<file path="src/rtl/hwag_core.sv">
// hwag_core: crank angle generator for a 60-2 trigger wheel.
// Conditions the VR tooth input, locks onto the missing-tooth gap,
// interpolates 64 angle ticks per tooth and drives one ignition coil.
//
//   state  | meaning
//   -------+-----------------------------------------------------------
//   S_HUNT | not locked; waiting for a qualified gap edge
//   S_SYNC | locked; tooth counter and angle interpolation are valid
module hwag_core #(
   parameter int FILTER_LEN  = 3,
   parameter int CAP_MIN     = 128,
   parameter int CAP_MAX     = 65535,
   parameter int TOOTH_LAST  = 57,
   parameter int START_TEETH = 4,
   parameter int GAP_RATIO   = 2,
   parameter int ANGLE_TOP   = 3839,
   parameter int IGN_CHARGE  = 1024,
   parameter int IGN_ANGLE   = 3830
) (
   input  logic clk,
   input  logic rst,
   input  logic cap_in,
   output logic cap_out,
   output logic led1_out,
   output logic led2_out,
   output logic coil14_out
);

   localparam int FW = $clog2(FILTER_LEN + 1);
   localparam int SW = $clog2(START_TEETH + 1);

   localparam logic [FW-1:0] C_FLT_LAST   = FW'(FILTER_LEN - 1);
   localparam logic [SW-1:0] C_START      = SW'(START_TEETH);
   localparam logic [15:0]   C_CAP_MIN    = 16'(CAP_MIN);
   localparam logic [15:0]   C_CAP_MAX    = 16'(CAP_MAX);
   localparam logic [17:0]   C_RATIO      = 18'(GAP_RATIO);
   localparam logic [5:0]    C_TOOTH_LAST = 6'(TOOTH_LAST);
   localparam logic [11:0]   C_ANGLE_TOP  = 12'(ANGLE_TOP);
   localparam logic [11:0]   C_IGN_END    = 12'(IGN_ANGLE);

   // Dwell window start; a negative start wraps into the previous revolution.
   localparam int  WIN_START_RAW = IGN_ANGLE - IGN_CHARGE;
   localparam bit  WIN_WRAP      = (WIN_START_RAW < 0);
   localparam int  WIN_START     = WIN_WRAP ? (WIN_START_RAW + ANGLE_TOP + 1) : WIN_START_RAW;
   localparam logic [11:0] C_WIN_START = 12'(WIN_START);

   typedef enum logic {S_HUNT = 1'b0, S_SYNC = 1'b1} state_t;

   // input conditioning
   logic          r_sync1, r_sync2;
   logic [FW-1:0] r_flt_cnt;
   logic          r_cap, r_cap_d;

   // period measurement
   logic [15:0]   r_cnt;
   logic [15:0]   r_prev_period;
   logic          r_ref_valid;
   logic          r_last_gap;
   logic [SW-1:0] r_norm_cnt;

   // sync / angle / outputs
   state_t        r_state;
   logic [5:0]    r_tooth;
   logic [11:0]   r_angle;
   logic [9:0]    r_tick;
   logic          r_led1, r_led2, r_coil;

   logic          w_edge, w_acc, w_gap, w_norm, w_stall;
   logic [17:0]   w_gap_thr;
   logic [9:0]    w_subtick;
   logic          w_tick_done;
   logic          w_tooth_last;
   logic [11:0]   w_angle_lim;
   logic [11:0]   w_next_base;
   logic          w_in_win;

   assign w_edge       = r_cap & ~r_cap_d;
   assign w_acc        = w_edge && (r_cnt >= C_CAP_MIN);
   assign w_gap_thr    = C_RATIO * {2'b00, r_prev_period};
   // The first accepted edge after reset or stall only starts the period count.
   assign w_gap        = w_acc && r_ref_valid && !r_last_gap && (r_norm_cnt == C_START)
                         && ({2'b00, r_cnt} >= w_gap_thr);
   assign w_norm       = w_acc && r_ref_valid && !w_gap;
   // A coinciding edge takes precedence over the stall.
   assign w_stall      = (r_cnt == C_CAP_MAX) && !w_acc;

   assign w_subtick    = r_prev_period[15:6];
   assign w_tick_done  = ({1'b0, r_tick} + 11'd1) >= {1'b0, w_subtick};
   assign w_tooth_last = (r_tooth == C_TOOTH_LAST);
   // The last tooth stretches across the gap up to the end of the revolution.
   assign w_angle_lim  = w_tooth_last ? C_ANGLE_TOP : {r_tooth, 6'h3F};
   assign w_next_base  = {r_tooth + 6'd1, 6'd0};
   assign w_in_win     = WIN_WRAP ? ((r_angle >= C_WIN_START) || (r_angle < C_IGN_END))
                                  : ((r_angle >= C_WIN_START) && (r_angle < C_IGN_END));

   // Synchronize the raw VR input and debounce it into cap_out.
   always_ff @(posedge clk or posedge rst) begin
      if (rst) begin
         r_sync1   <= 1'b0;
         r_sync2   <= 1'b0;
         r_flt_cnt <= '0;
         r_cap     <= 1'b0;
         r_cap_d   <= 1'b0;
      end else begin
         r_sync1 <= cap_in;
         r_sync2 <= r_sync1;
         r_cap_d <= r_cap;
         if (r_sync2 == r_cap) begin
            r_flt_cnt <= '0;
         end else if (r_flt_cnt == C_FLT_LAST) begin
            r_cap     <= r_sync2;
            r_flt_cnt <= '0;
         end else begin
            r_flt_cnt <= r_flt_cnt + 1'b1;
         end
      end
   end

   // Measure tooth periods and qualify gap edges.
   always_ff @(posedge clk or posedge rst) begin
      if (rst) begin
         r_cnt         <= '0;
         r_prev_period <= '0;
         r_ref_valid   <= 1'b0;
         r_last_gap    <= 1'b0;
         r_norm_cnt    <= '0;
      end else if (w_acc) begin
         r_cnt       <= 16'd1;
         r_ref_valid <= 1'b1;
         r_last_gap  <= w_gap;
         if (w_norm) begin
            r_prev_period <= r_cnt;
            if (r_norm_cnt != C_START)
               r_norm_cnt <= r_norm_cnt + 1'b1;
         end
      end else begin
         if (r_cnt != C_CAP_MAX)
            r_cnt <= r_cnt + 16'd1;
         if (w_stall) begin
            r_ref_valid <= 1'b0;
            r_last_gap  <= 1'b0;
            r_norm_cnt  <= '0;
         end
      end
   end

   // Sync state machine with tooth tracking, angle interpolation and coil drive.
   always_ff @(posedge clk or posedge rst) begin
      if (rst) begin
         r_state <= S_HUNT;
         r_tooth <= '0;
         r_angle <= '0;
         r_tick  <= '0;
         r_led1  <= 1'b0;
         r_led2  <= 1'b0;
         r_coil  <= 1'b0;
      end else begin
         case (r_state)
            S_HUNT: begin
               r_coil <= 1'b0;
               if (w_gap) begin
                  r_state <= S_SYNC;
                  r_tooth <= '0;
                  r_angle <= '0;
                  r_tick  <= '0;
                  r_led1  <= 1'b1;
                  r_led2  <= ~r_led2;
               end else if (w_stall) begin
                  r_tooth <= '0;
               end
            end
            S_SYNC: begin
               r_coil <= w_in_win;
               if (w_gap) begin
                  if (w_tooth_last) begin
                     r_tooth <= '0;
                     r_angle <= '0;
                     r_tick  <= '0;
                     r_led2  <= ~r_led2;
                  end else begin
                     r_state <= S_HUNT;
                     r_led1  <= 1'b0;
                     r_coil  <= 1'b0;
                  end
               end else if (w_norm) begin
                  if (w_tooth_last) begin
                     r_state <= S_HUNT;
                     r_led1  <= 1'b0;
                     r_coil  <= 1'b0;
                  end else begin
                     r_tooth <= r_tooth + 6'd1;
                     r_angle <= w_next_base;
                     r_tick  <= '0;
                  end
               end else if (w_stall) begin
                  r_state <= S_HUNT;
                  r_tooth <= '0;
                  r_led1  <= 1'b0;
                  r_coil  <= 1'b0;
               end else if (w_tick_done) begin
                  r_tick <= '0;
                  if (r_angle < w_angle_lim)
                     r_angle <= r_angle + 12'd1;
               end else begin
                  r_tick <= r_tick + 10'd1;
               end
            end
            default: r_state <= S_HUNT;
         endcase
      end
   end

   assign cap_out    = r_cap;
   assign led1_out   = r_led1;
   assign led2_out   = r_led2;
   assign coil14_out = r_coil;

endmodule

</file>
<file path="config.mk">
export PLATFORM = sky130hd
export DESIGN_NAME = hwag_core
export DESIGN_NICKNAME = d
export VERILOG_FILES = /design/src/rtl/hwag_core.sv
export SDC_FILE = /design/constraint.sdc
export NUM_CORES = 1
export LEC_CHECK = 0
export CAP_MARGIN = 20
export CORE_MARGIN = 2
export CORE_UTILIZATION = 40
export CTS_CLUSTER_DIAMETER = 30
export DETAILED_ROUTE_END_ITERATION = 16
export PLACE_DENSITY = 0.62
export SLEW_MARGIN = 30
export SYNTH_ARGS = -nofsm -noshare
export SYNTH_HDL_FRONTEND = slang
export SYNTH_SLANG_ARGS = --single-unit
</file>
<file path="constraint.sdc">
create_clock -name clk -period 3.8 [get_ports clk]
set_input_delay 0.76 -clock clk [delete_from_list [all_inputs] [get_ports clk]]
set_output_delay 0.76 -clock clk [all_outputs]
set_load 0.005 [all_outputs]
</file>
After elaboration in Yosys (flattened, before gate mapping)
Cells that the tools add are included.

Bits in registers: 75. Output and inout bits: 4.

Reductions and logical operators: 21. Bitwise gates (word level): 5. Mux-type cells: 59. Equality and inequality tests: 20. $lt $le $gt $ge: 6. Add/sub/neg operators: 7.

Operators by type and width (count): $mux 12 (9); $mux 10 (7); $mux 6 (6); $mux 16 (2); $pmux 12 s2 (1); $mux 1 (22); $pmux 10 s2 (1); $ge 16x17->1 (1); $add 16x1->16 const B (1); $eq 16x16->1 const B (1); $ge 16x8->1 const B (1); $ne 16x16->1 const B (1); $add 12x1->12 const B (1); $ge 12x12->1 const B (1); $lt 12x12->1 (1); $lt 12x12->1 const B (1); $mux 3 (4); $ne 4x1->1 const B (3); $pmux 6 s2 (1); $add 10x1->11 const B (1); $ge 11x10->1 (1); $add 10x1->10 const B (1); $logic_and 1x1->1 (8); $ne 2x1->1 const B (4); other kinds (22) (38).

Logic depth before layout (Yosys ltp)
Gate-level depths: netlist (run 1).

Depth in word-level cells: 12. Gate-level depth with buffers: 14. Gate-level depth less buffers: 13.

Worst setup path after synthesis (run 1)
OpenSTA, ideal clock, no wires.

Kind: register to register. Start: reg r_tick[0]. End: reg r_angle[8]. Arrival: 2891 ps. Cell stages (with the launch flop): 14. Setup slack: 788 ps. Path through: dfrtp_1 ha_1 and3_1 and4_1 nand2_1 xnor2_1 ha_1 nand4_1 nor2_1 a2111oi_4 or4_4 o31ai_4 o21ai_0 a22o_1.

Longest elaborated chain between the ends: 4.

Ends and longest elaborated chain: start, declared (line 65) `logic [9:0] r_tick;`; start signal, assigned (line 205) `r_tick <= r_tick + 10'd1;`; $add 10x1->11 (line 88) `assign w_tick_done = ({1'b0, r_tick} + 11'd1) >= {1'b0, w_subtick};`; $ge 11x10->1 (line 88); $ne 4x1->1 (no source line); $reduce_and 6->1 (no source line); end signal, assigned (line 192) `r_angle <= w_next_base;`; end signal, assigned (line 203) `r_angle <= r_angle + 12'd1;`; end, declared (line 64) `logic [11:0] r_angle;`.

Every way passes these cells. A chain may end at the register's enable or synchronous reset.

Worst setup path in the final report (run 1)
Same ends and word-level chain as after synthesis.

==> metrics.txt, run 1 <==
status finished, final reports clean; GRT Util Overall 0.182; top sig layer met4; Pleak between 2 and 2.5 nW; cts repair resizes 0; Setup WS pre-CTS 0.430 ns; Worst Path Arrival 3.61 ns; Required @ worst endpoint roughly 4 ns; Sequential cell area between 1500 and 2000 µm²; Worst Hold Path EP r_sync2; clock root buffer clkbuf_16; CTS Hold Bufs 0; DPL Wire Length about 7700 µm; FP Rows 39; r2r worst-path depth 13; fin crit period around 3.4 ns; RR Endpoint r_angle[8]; crit-path max cell delay approximately 0.55 ns; CP max stage cell or4_4; gp weighted congestion around 0.88; hold path cells 0; critical path type reg -> reg; Starting Density 0.411; CTS H-Tree Depth 3; DRC Markers 0; largest net degree at the start of global routing 37; Syn Nets 560; ys async rst share 1.00; CTS tree yes; CP Capture Type flip-flop; layout net count between 500 and 600; CTS sink count 75; metal3 WL around 350 µm; DR vias/cell 5.68; f_max 0.295 GHz; Yosys cell types 66; Die Ht around 110 µm; final hold viol count 0; Die Area 12,700 µm²; clk slew on worst S/H paths approximately 0.060 ns; Post-synth EDFFs 0; die width 113 µm; Synth top area share 0.398; worst vdd ir approximately 220 µV; Total Power approximately 0.0017 W; hold crit path type reg -> reg; vias in the first global route about 3,800; Mapped Cells about 520; P per Cell Area 319 nW/µm²; clk buf depth 2; met2 WL 5020 µm; max_slew headroom 0.512; io pins 7; multi-input logic area around 2600 µm²; DR vias 3,805; Iteration-0 DRC Markers about 250; drt wl/cell 16.0 µm; Fillers between 1,000 and 1,500; CTS buffer count 9; IO buf count 6; Clock Skew approximately 0.0072 ns; setup ws final approximately 0.41 ns; Critical Path Start r_tick[0]; number of max-cap violations 0; Mean Syn Cell Area 9.12 µm²; measured slew at the worst slew-check pin approximately 0.73 ns; count of final setup violators 0; worst hold start r_sync1; Routed Antenna Nets 0; met1 wire length around 5200 µm; top post-synthesis cells by area dfrtp_1 (40%), ha_1 (11%), o21ai_0 (4.2%); worst flop-to-flop path startpoint r_tick[0]; Clock Latency Late Sink approximately 0.33 ns; Synth area leader dfrtp_1; total gr overflow 0; YS warnings 0; Synth Cell Area around 4700 µm²; sequential area share after synthesis 0.398; fin. max-slew vios 0; DRT Wirelength about 11,000 µm; final period utilization 0.892; CP Max Fanout 16; unrepaired setup endpoints after global routing no; worst path cell trace ha_1 -> and3_1 -> and4_1 -> nand2_1 -> xnor2_1 -> ha_1 -> nand4_1 -> nor2_1 -> a2111oi_4 -> or4_4 -> o31ai_4 -> o21ai_0 -> a22o_1; R2R setup slack ~0.41 ns; setup_tns 0 ns; FF+latch count, synth 75; Syn-to-layout area delta 10.1%; crit start category flip-flop; Post-CTS Setup Bufs 0; n_diodes 0; fraction of layout cells with a size suffix above 1 0.0740; Core ar. approximately 11,000 µm²; cell mode on critical path ha_1; initial antenna violation count 0; first-pass GRT wire length roughly 19,000 µm; Synth Flop Type dfrtp_1; first drt pass iteration count 4
synth_stat cells, drive strengths merged, types with 6 or more instances:
cell / instances
a31oi: 7
xor2: 17
nand4: 12
nand2: 50
a21oi: 31
nor2: 43
dfrtp: 75
o31ai: 7
xnor2: 12
nand3: 26
clkbuf: 12
ha: 40
o21ai: 42
and3: 8
nor3: 13
buf: 6
inv: 29
a21o: 8
sequential cells by signal, indices dropped and copies added, names as in the netlist:
name,flops
led2_out,1
coil14_out,1
r_tick,10
cap_out,1
led1_out,1
r_state,1
r_flt_cnt,2
r_ref_valid,1
r_cap_d,1
r_angle,12
r_norm_cnt,3
r_sync2,1
r_sync1,1
r_tooth,6
r_cnt,16
r_last_gap,1
r_prev_period,16
power breakdown:
group | switching [W] | total, W | internal (W) | leakage (nW)
logic | 0.0000292 | 0.0000610 | 0.0000318 | 1.15
registers | 0.0000179 | 0.000838 | 0.000820 | 1.02
clock network | 0.000309 | 0.000759 | 0.000450 | 0.122
logic make-up (layout without fill, tap and decap cells):
family | Yosys count | after routing | synth area share
buffers and inverters | 47 | 57 | 0.0422
and+or+nand+nor | 192 | 192 | 0.207
muxes | 3 | 3 | 0.00769
DFF | 75 | 75 | 0.398
xor gates and xnor gates | 29 | 29 | 0.0538
AOI/OAI and AO/OA | 131 | 131 | 0.185
adders and majority gates | 40 | 40 | 0.106
critical path, delay by kind of cell (launching register included):
kind | cells | cell delay, ns
adders and majority gates | 2 | 0.55
and+or+nand+nor | 6 | 1.40
xor gates and xnor gates | 1 | 0.14
DFF | 1 | 0.42
AOI/OAI and AO/OA | 4 | 0.76
routing by layer:
metal / global-route usage / vias to the layer above
li1: - / 1878
met2: 0.290 / 64
met1: 0.253 / 1855
met5: 0 / -
met4: 0.0504 / 0
met3: 0.0373 / 8
cells in the final DEF, fill, tap and decap left out, drive strengths merged, types with 3 or more instances in the layout:
master         netlist  final
nand2b               4      4
xor2                17     17
o31ai                7      7
xnor2               12     12
a21o                 8      8
dfrtp               75     75
inv                 29     29
and2                 5      5
buf                  6      9
clkdlybuf4s50        0      6
a31oi                7      7
nand4               12     12
nand2               50     50
a22o                 5      5
a21oi               31     31
nand3               26     26
nor2                43     43
a31o                 4      4
nor3b                3      3
and4                 5      5
nand3b               3      3
nor4                 3      3
ha                  40     40
and3                 8      8
clkbuf              12     13
or3                  5      5
nor2b                5      5
o21ai               42     42
o211ai               3      3
nor3                13     13
or2                  3      3
per-stage QoR:
step	area, µm²	hold slack [ns]	util	instances
global route	5190	0.376	0.453	670
CTS	5190	0.353	0.453	670
global placement	4930	0.333	0.430	656
detailed placement	4940	0.337	0.431	657
finish	5190	0.352	0.453	670
floorplan	4720	0.331	-	517
worst max path at each step:
stage	end	depth (start not counted)	slack, ns
floorplan	r_angle[8]	13	0.79
global placement	r_angle[8]	13	0.52
detailed placement	r_angle[8]	13	0.43
CTS	r_angle[8]	13	0.40
global route	r_angle[8]	13	0.18
finish	r_angle[8]	13	0.41
layout make-up:
type | instances | share of cell area
Clock buffer | 13 | 0.0482
Inverter | 29 | 0.0210
Multi-Input combinational cell | 395 | 0.510
Sequential cell | 75 | 0.361
Timing Repair Buffer | 15 | 0.0253
Tap cell | 143 | 0.0344
Note: power is estimated with default switching activity, not from simulation.
==> run 2, diff against run 1 <==
--- a/config.mk
+++ b/config.mk
@@ -9,6 +9,7 @@
 export CORE_MARGIN = 2
 export CORE_UTILIZATION = 40
 export CTS_CLUSTER_DIAMETER = 30
+export CTS_CLUSTER_SIZE = 14
 export DETAILED_ROUTE_END_ITERATION = 16
 export PLACE_DENSITY = 0.62
 export SLEW_MARGIN = 30
==> results of run 2 <==
Final layout, timing and power as in run 1 (identical DEF).
